[src/rtl/acp_pkg.sv]
// Shared definitions for the note scheduler: opcodes, FSM states, field widths
// and the packed command layout (header struct followed by a payload field).
package acp_pkg;

    localparam logic OP_NOTE = 1'b0;
    localparam logic OP_WAIT = 1'b1;

    typedef enum logic [1:0] {
        ST_IDLE  = 2'd0,
        ST_ISSUE = 2'd1,
        ST_WAIT  = 2'd2
    } state_t;

    localparam int CH_W   = 2;
    localparam int ATT_W  = 2;
    localparam int DEC_W  = 2;
    localparam int LEN_W  = 3;
    localparam int WAIT_W = 8;

    typedef struct packed {
        logic             op;
        logic [CH_W-1:0]  ch;
        logic [ATT_W-1:0] attack;
        logic [DEC_W-1:0] decay;
        logic [LEN_W-1:0] length;
    } cmd_hdr_t;

    localparam int HDR_W = $bits(cmd_hdr_t);

    // The payload carries the period for NOTE and the tick count for WAIT.
    function automatic int payload_w(input int per_w);
        return (per_w > WAIT_W) ? per_w : WAIT_W;
    endfunction

    function automatic int cmd_w(input int per_w);
        return HDR_W + payload_w(per_w);
    endfunction

endpackage

[src/rtl/cmd_fifo.sv]
// DEPTH-entry synchronous command FIFO with push, pop and a synchronous flush
// that has priority over both.
module cmd_fifo #(
    parameter int W     = 8,
    parameter int DEPTH = 4
) (
    input  logic         note_clk,
    input  logic         rst,
    input  logic         push,
    input  logic         pop,
    input  logic         flush,
    input  logic [W-1:0] wr_data,
    output logic [W-1:0] rd_data,
    output logic         full,
    output logic         empty
);

    localparam int AW = (DEPTH > 1) ? $clog2(DEPTH) : 1;
    localparam logic [AW:0] FULL_CNT = (AW+1)'(DEPTH);

    logic [W-1:0]  mem_r [DEPTH];
    logic [AW-1:0] wr_ptr_r;
    logic [AW-1:0] rd_ptr_r;
    logic [AW:0]   count_r;
    logic          do_push_s;
    logic          do_pop_s;

    assign full      = (count_r == FULL_CNT);
    assign empty     = (count_r == {(AW+1){1'b0}});
    assign rd_data   = mem_r[rd_ptr_r];
    assign do_push_s = push && !full;
    assign do_pop_s  = pop && !empty;

    // Storage, pointers and occupancy; pointers wrap naturally since DEPTH is a power of two.
    always_ff @(posedge note_clk or posedge rst) begin
        if (rst) begin
            wr_ptr_r <= {AW{1'b0}};
            rd_ptr_r <= {AW{1'b0}};
            count_r  <= {(AW+1){1'b0}};
            for (int i = 0; i < DEPTH; i++) begin
                mem_r[i] <= {W{1'b0}};
            end
        end else if (flush) begin
            wr_ptr_r <= {AW{1'b0}};
            rd_ptr_r <= {AW{1'b0}};
            count_r  <= {(AW+1){1'b0}};
        end else begin
            if (do_push_s) begin
                mem_r[wr_ptr_r] <= wr_data;
                wr_ptr_r        <= wr_ptr_r + AW'(1);
            end
            if (do_pop_s) begin
                rd_ptr_r <= rd_ptr_r + AW'(1);
            end
            case ({do_push_s, do_pop_s})
                2'b10:   count_r <= count_r + (AW+1)'(1);
                2'b01:   count_r <= count_r - (AW+1)'(1);
                default: count_r <= count_r;
            endcase
        end
    end

endmodule

[src/rtl/note_scheduler.sv]
// Command-driven note sequencer: buffers NOTE/WAIT commands and distributes
// per-channel envelope settings with a one-cycle trigger. Option: NOTE_BUSY_HOLD_EN.
module note_scheduler
    import acp_pkg::*;
#(
    parameter int NUM_CH = 3,
    parameter int DEPTH  = 4,
    parameter int PER_W  = 11
) (
    input  logic                    note_clk,
    input  logic                    rst,
    input  logic                    cmd_valid,
    output logic                    cmd_ready,
    input  logic                    cmd_op,
    input  logic [1:0]              cmd_ch,
    input  logic [1:0]              cmd_attack,
    input  logic [1:0]              cmd_decay,
    input  logic [2:0]              cmd_length,
    input  logic [PER_W-1:0]        cmd_period,
    input  logic [7:0]              cmd_wait,
    input  logic                    flush,
    input  logic [NUM_CH-1:0]       ch_enable,
    output logic [NUM_CH-1:0]       ch_trig,
    output logic [2*NUM_CH-1:0]     ch_attack,
    output logic [2*NUM_CH-1:0]     ch_decay,
    output logic [3*NUM_CH-1:0]     ch_length,
    output logic [PER_W*NUM_CH-1:0] ch_period,
    output logic                    busy,
    output logic                    err_bad_ch,
    input  logic                    err_clr
);

    localparam int PAY_W = payload_w(PER_W);
    localparam int CMD_W = cmd_w(PER_W);

    state_t                    state_r;
    logic [WAIT_W-1:0]         wait_cnt_r;
    logic [NUM_CH-1:0]         trig_r;
    logic [2*NUM_CH-1:0]       attack_r;
    logic [2*NUM_CH-1:0]       decay_r;
    logic [3*NUM_CH-1:0]       length_r;
    logic [PER_W*NUM_CH-1:0]   period_r;
    logic                      err_r;

    cmd_hdr_t                  in_hdr_s;
    logic [PAY_W-1:0]          in_pay_s;
    cmd_hdr_t                  head_hdr_s;
    logic [PAY_W-1:0]          head_pay_s;
    logic [CMD_W-1:0]          head_data_s;
    logic [WAIT_W-1:0]         head_wait_s;
    logic [PER_W-1:0]          head_per_s;
    logic                      full_s;
    logic                      empty_s;
    logic                      push_s;
    logic                      pop_s;
    logic                      ch_ok_s;
    logic                      hold_s;
    logic                      bad_pop_s;

    // Pack the host command; the payload holds the tick count for WAIT, the period for NOTE.
    always_comb begin
        in_hdr_s.op     = cmd_op;
        in_hdr_s.ch     = cmd_ch;
        in_hdr_s.attack = cmd_attack;
        in_hdr_s.decay  = cmd_decay;
        in_hdr_s.length = cmd_length;
        if (cmd_op == OP_WAIT) begin
            in_pay_s = PAY_W'(cmd_wait);
        end else begin
            in_pay_s = PAY_W'(cmd_period);
        end
    end

    assign cmd_ready = !full_s && !flush;
    assign push_s    = cmd_valid && cmd_ready;

    cmd_fifo #(
        .W     (CMD_W),
        .DEPTH (DEPTH)
    ) u_fifo (
        .note_clk (note_clk),
        .rst      (rst),
        .push     (push_s),
        .pop      (pop_s),
        .flush    (flush),
        .wr_data  ({in_hdr_s, in_pay_s}),
        .rd_data  (head_data_s),
        .full     (full_s),
        .empty    (empty_s)
    );

    assign {head_hdr_s, head_pay_s} = head_data_s;
    assign head_wait_s = head_pay_s[WAIT_W-1:0];
    assign head_per_s  = head_pay_s[PER_W-1:0];
    assign ch_ok_s     = ({1'b0, head_hdr_s.ch} < 3'(NUM_CH));

`ifdef NOTE_BUSY_HOLD_EN
    // A NOTE aimed at a still-active channel stalls at the head of the queue.
    always_comb begin
        hold_s = 1'b0;
        for (int i = 0; i < NUM_CH; i++) begin
            if ((head_hdr_s.op == OP_NOTE) && (head_hdr_s.ch == 2'(i)) && ch_enable[i]) begin
                hold_s = 1'b1;
            end else begin
                hold_s = hold_s;
            end
        end
    end
`else
    logic unused_enable_s;
    assign unused_enable_s = ^ch_enable;
    assign hold_s          = 1'b0;
`endif

    assign pop_s     = (state_r == ST_IDLE) && !empty_s && !flush && !hold_s;
    assign bad_pop_s = pop_s && (head_hdr_s.op == OP_NOTE) && !ch_ok_s;

    // Sequencer FSM with registered channel settings, trigger pulses and error flag.
    always_ff @(posedge note_clk or posedge rst) begin
        if (rst) begin
            state_r    <= ST_IDLE;
            wait_cnt_r <= {WAIT_W{1'b0}};
            trig_r     <= {NUM_CH{1'b0}};
            attack_r   <= {(2*NUM_CH){1'b0}};
            decay_r    <= {(2*NUM_CH){1'b0}};
            length_r   <= {(3*NUM_CH){1'b0}};
            period_r   <= {(PER_W*NUM_CH){1'b0}};
            err_r      <= 1'b0;
        end else begin
            trig_r <= {NUM_CH{1'b0}};
            if (bad_pop_s) begin
                err_r <= 1'b1;
            end else if (err_clr) begin
                err_r <= 1'b0;
            end
            case (state_r)
                ST_IDLE: begin
                    if (pop_s) begin
                        if (head_hdr_s.op == OP_NOTE) begin
                            if (ch_ok_s) begin
                                for (int i = 0; i < NUM_CH; i++) begin
                                    if (head_hdr_s.ch == 2'(i)) begin
                                        attack_r[2*i +: 2]         <= head_hdr_s.attack;
                                        decay_r[2*i +: 2]          <= head_hdr_s.decay;
                                        length_r[3*i +: 3]         <= head_hdr_s.length;
                                        period_r[PER_W*i +: PER_W] <= head_per_s;
                                        trig_r[i]                  <= 1'b1;
                                    end
                                end
                                state_r <= ST_ISSUE;
                            end
                        end else if (head_wait_s != {WAIT_W{1'b0}}) begin
                            wait_cnt_r <= head_wait_s;
                            state_r    <= ST_WAIT;
                        end
                    end
                end
                ST_ISSUE: begin
                    state_r <= ST_IDLE;
                end
                // Leaving on count==1 gives exactly W cycles in WAIT.
                ST_WAIT: begin
                    if (flush || (wait_cnt_r == 8'd1)) begin
                        wait_cnt_r <= {WAIT_W{1'b0}};
                        state_r    <= ST_IDLE;
                    end else begin
                        wait_cnt_r <= wait_cnt_r - 8'd1;
                    end
                end
                default: begin
                    wait_cnt_r <= {WAIT_W{1'b0}};
                    state_r    <= ST_IDLE;
                end
            endcase
        end
    end

    assign ch_trig    = trig_r;
    assign ch_attack  = attack_r;
    assign ch_decay   = decay_r;
    assign ch_length  = length_r;
    assign ch_period  = period_r;
    assign err_bad_ch = err_r;
    assign busy       = !empty_s || (state_r != ST_IDLE);

endmodule

[config.mk]
export PLATFORM = sky130hd
export DESIGN_NAME = note_scheduler
export DESIGN_NICKNAME = d
export VERILOG_FILES = /design/src/rtl/acp_pkg.sv /design/src/rtl/cmd_fifo.sv /design/src/rtl/note_scheduler.sv
export SDC_FILE = /design/constraint.sdc
export NUM_CORES = 1
export LEC_CHECK = 0
export ABC_AREA = 1
export BUFFER_PORTS_ARGS = -buffer_cell sky130_fd_sc_hd__buf_2
export CAP_MARGIN = 20
export CORE_MARGIN = 2
export CORE_UTILIZATION = 58
export CTS_CLUSTER_DIAMETER = 60
export CTS_CLUSTER_SIZE = 40
export DETAILED_ROUTE_END_ITERATION = 6
export GPL_ROUTABILITY_DRIVEN = 0
export PLACE_DENSITY = 0.8
export SETUP_SLACK_MARGIN = 0.5
export SLEW_MARGIN = 30
export SYNTH_ARGS = -nofsm -noshare
export SYNTH_HDL_FRONTEND = slang
export SYNTH_SLANG_ARGS = --single-unit
[constraint.sdc]
create_clock -name note_clk -period 5.4 [get_ports note_clk]
set_clock_uncertainty 0.2 [all_clocks]
set_input_delay 0 -clock note_clk [delete_from_list [all_inputs] [get_ports note_clk]]
set_output_delay 0 -clock note_clk [all_outputs]
set_load 0.005 [all_outputs]
==> reports/summary.log <==
INFO  layout         stdcell_area=8720um2
INFO  detailed_routing drcViolationCount=0
INFO  timing         maxSlewHeadroom=0.508
INFO  place          number_of_buffer_cells_added_on_primary_ports=93
INFO  clocking       cts_resized=0
INFO  outcome        status=finished, final reports clean
INFO  synthesis      synth-edff-count=0
INFO  place          post-place-ws=2.90ns
INFO  die            initial_utilization=0.599
INFO  global_routing grt_overflow_total=0
INFO  critical_path  r2r.worst_path.cells=10
INFO  layout         mostFrequentLayoutCells=nand2_1, dfrtp_1, buf_2
INFO  timing         finalSetupViolations=0
INFO  clocking       clockBufferDepth=2
INFO  clocking       clock_sinks=159
INFO  layout         syn_to_final_growth=20.2%
INFO  place          hpwl=10.6mm
INFO  detailed_routing antenna_violating_nets_post_route=0
INFO  critical_path  worst-r2r-setup-slack=2.82ns
INFO  place          dpl-instance-area=7790um2
INFO  global_routing grt_most_used_layer=met2
INFO  critical_path  crit_path_class=register to register
INFO  critical_path  worst_setup_path_start_kind=register
INFO  clocking       clock_tree_from_tritoncts=yes
INFO  die            die-area=13400um2
INFO  timing         rsz_0062_raised_after_global_routing=no
INFO  global_routing met3_usage=0.0497
INFO  synthesis      synth_seq_cells=159
INFO  detailed_routing routed_wl=16.9mm
INFO  detailed_routing firstDrtPassIters=5
INFO  layout         fin_nets=907
INFO  critical_path  rr_startpoint=u_fifo.rd_ptr_r[0]
INFO  global_routing globalRouteMet1Util=0.350
INFO  clocking       insertion_delay=0.42ns
INFO  critical_path  worst_path_required=5.48ns
INFO  synthesis      post_synth.cell_area_avg=9.77um2
INFO  detailed_routing viasPerCell=5.50
INFO  synthesis      post-synth-top-area-fraction=0.549
INFO  global_routing global_route.usage.met2=0.446
INFO  layout         final_layout_size_suffix_gt1_frac=0.242
INFO  min_path       min-delay-path-class=input port to async pin
INFO  synthesis      synth_area=7250um2
INFO  clocking       cts_root_buf=clkbuf_16
INFO  synthesis      synth_top_cells_by_area=dfrtp_1, nand2_1, mux2_2
INFO  synthesis      ys_seq_area_frac=0.549
INFO  detailed_routing wl_per_cell=16.2um
INFO  clocking       cts.htree.levels=4
INFO  synthesis      synth_largest_area_cell=dfrtp_1
INFO  global_routing pin_count_of_the_biggest_net_entering_global_routing=102
INFO  power          power.ir.vdd_worst=0.276mV
INFO  timing         max_transition_viols_final=0
INFO  synthesis      ys_dominant_reg_cell=dfrtp_1
INFO  timing         setup_tns=0ns
INFO  power          total_power=5.14mW
INFO  die            standard_cell_row_count=40
INFO  clocking       number_of_clock_buffers_inserted_by_tritoncts=17
INFO  die            ios=97
INFO  global_routing first_global_vias=5596
INFO  global_routing antenna_found_initial=0
INFO  layout         diodes=0
INFO  power          total_leakage_power=4.30nW
INFO  power          power-per-cell-area=590nW/um2
INFO  timing         timing.final.ws_setup=2.82ns
INFO  clocking       cts.clk_slew.worst_paths=0.06ns
INFO  global_routing global_routing_usage_summed_across_all_routing_layers=0.265
INFO  critical_path  r2r_end=ch_decay[3]
INFO  synthesis      yosys_warnings=0
INFO  timing         final_period_minus_worst_setup_slack=2.58ns
INFO  die            dieHeight=116um
INFO  critical_path  worst_ep_arrival_time=2.66ns
INFO  timing         clock.fmax=388MHz
INFO  detailed_routing iteration_0_drc_markers=511
INFO  critical_path  endpoint_kind=register
INFO  global_routing grt_first_pass_wirelength=27.2mm
INFO  layout         final_common_cell=nand2_1
INFO  timing         report.final.hold_viol_count=0
INFO  critical_path  path_max_fanout=62
INFO  synthesis      mappedNetlistNets=786
INFO  run            cap_viol_max_count=0
INFO  die            floorplan.core_area=12100um2
INFO  timing         final.period_utilization=0.477
INFO  die            dieWidth=116um
INFO  synthesis      synth.lib_cells_used.distinct=32
INFO  timing         tightest_slew=0.739ns
INFO  detailed_routing via_count=5739
INFO  synthesis      synth_async_sr_flop_share=1.00
INFO  synthesis      synth_cells=742
-- logic make-up (layout without fill, tap and decap cells) --
logic type      Yosys count  in the layout  share of synthesized area
compound gates          134            134                     0.0951
xor+xnor                  5              5                    0.00604
fa+ha+maj                 7              7                     0.0131
buf+inv                  94            228                     0.0583
flops                   159            159                      0.549
mux                      70             70                      0.109
simple gates            273            273                      0.170
-- stage by stage --
stage | utilization | hold WS (ns) | cells
after floorplan | - | -0.172 | 742
after global placement | 0.643 | 0.0274 | 976
after detailed placement | 0.643 | 0.0293 | 976
after CTS | 0.720 | 0.154 | 1044
after global routing | 0.720 | 0.120 | 1044
final | 0.720 | 0.0495 | 1044
-- synthesized netlist by cell type (4+ instances only) --
cell type	count
mux2_2	46
nand3_1	29
ha_1	6
buf_6	6
dfrtp_1	159
xor2_1	4
nand2_2	14
inv_1	54
clkbuf_1	9
buf_2	17
inv_2	6
mux2_1	24
nor2_1	19
nand2_1	185
a21oi_1	21
o21ai_0	53
o21ai_1	56
nand4_1	12
-- cell type report --
cell class                      instances  area (um2)
Timing Repair Buffer                  136         878
Clock buffer                           24         482
Tap cell                              168         210
Sequential cell                       159        3980
Multi-Input combinational cell        489        2860
Clock inverter                          8        81.3
Inverter                               60         233
Fill cell                             898        3390
-- registers in the layout (all words and copies together), names as in the netlist, 3 cells and up --
signal,flops
ch_attack,6
ch_decay,6
ch_length,9
ch_period,33
ch_trig,3
u_fifo.count_r,3
u_fifo.mem_r,84
wait_cnt_r,8
-- power breakdown --
part	switching, mW	total [mW]	internal [mW]
combinational	1.24	2.00	0.755
sequential	0.285	2.01	1.72
clock	0.465	1.14	0.672
-- critical path: stages, from the launching register on --
cell     delay (ns)
dfrtp_1        0.36
buf_4          0.51
nand2_1        0.10
o21ai_1        0.10
nand2_1        0.07
nand2_1        0.17
inv_2          0.07
nor2_1         0.13
nand2_2        0.39
nand2_1        0.22
o21ai_1        0.09
-- worst max-delay path by stage --
stage / startpoint / end / cells after the start
4_1_cts: u_fifo.rd_ptr_r[0] / ch_decay[3] / 10
3_5_place_dp: u_fifo.rd_ptr_r[0] / ch_decay[5] / 10
3_3_place_gp: u_fifo.rd_ptr_r[0] / ch_period[32] / 10
5_1_grt: u_fifo.rd_ptr_r[0] / ch_decay[3] / 10
2_1_floorplan: rst / ch_attack[0] / 1
6_report: u_fifo.rd_ptr_r[0] / ch_decay[3] / 10
-- repair_timing --
item	CTS	global route
hold buffers	36	0
hold endpoints to repair	194	0
buffers inserted	0	0
-- metal layers --
layer | wire (um) | share of wire
met1 | 7190 | 0.43
met2 | 8440 | 0.50
met3 | 919 | 0.054
met4 | 342 | 0.020
met5 | 0 | 0
No activity file was read; power rests on OpenSTA's default activity.
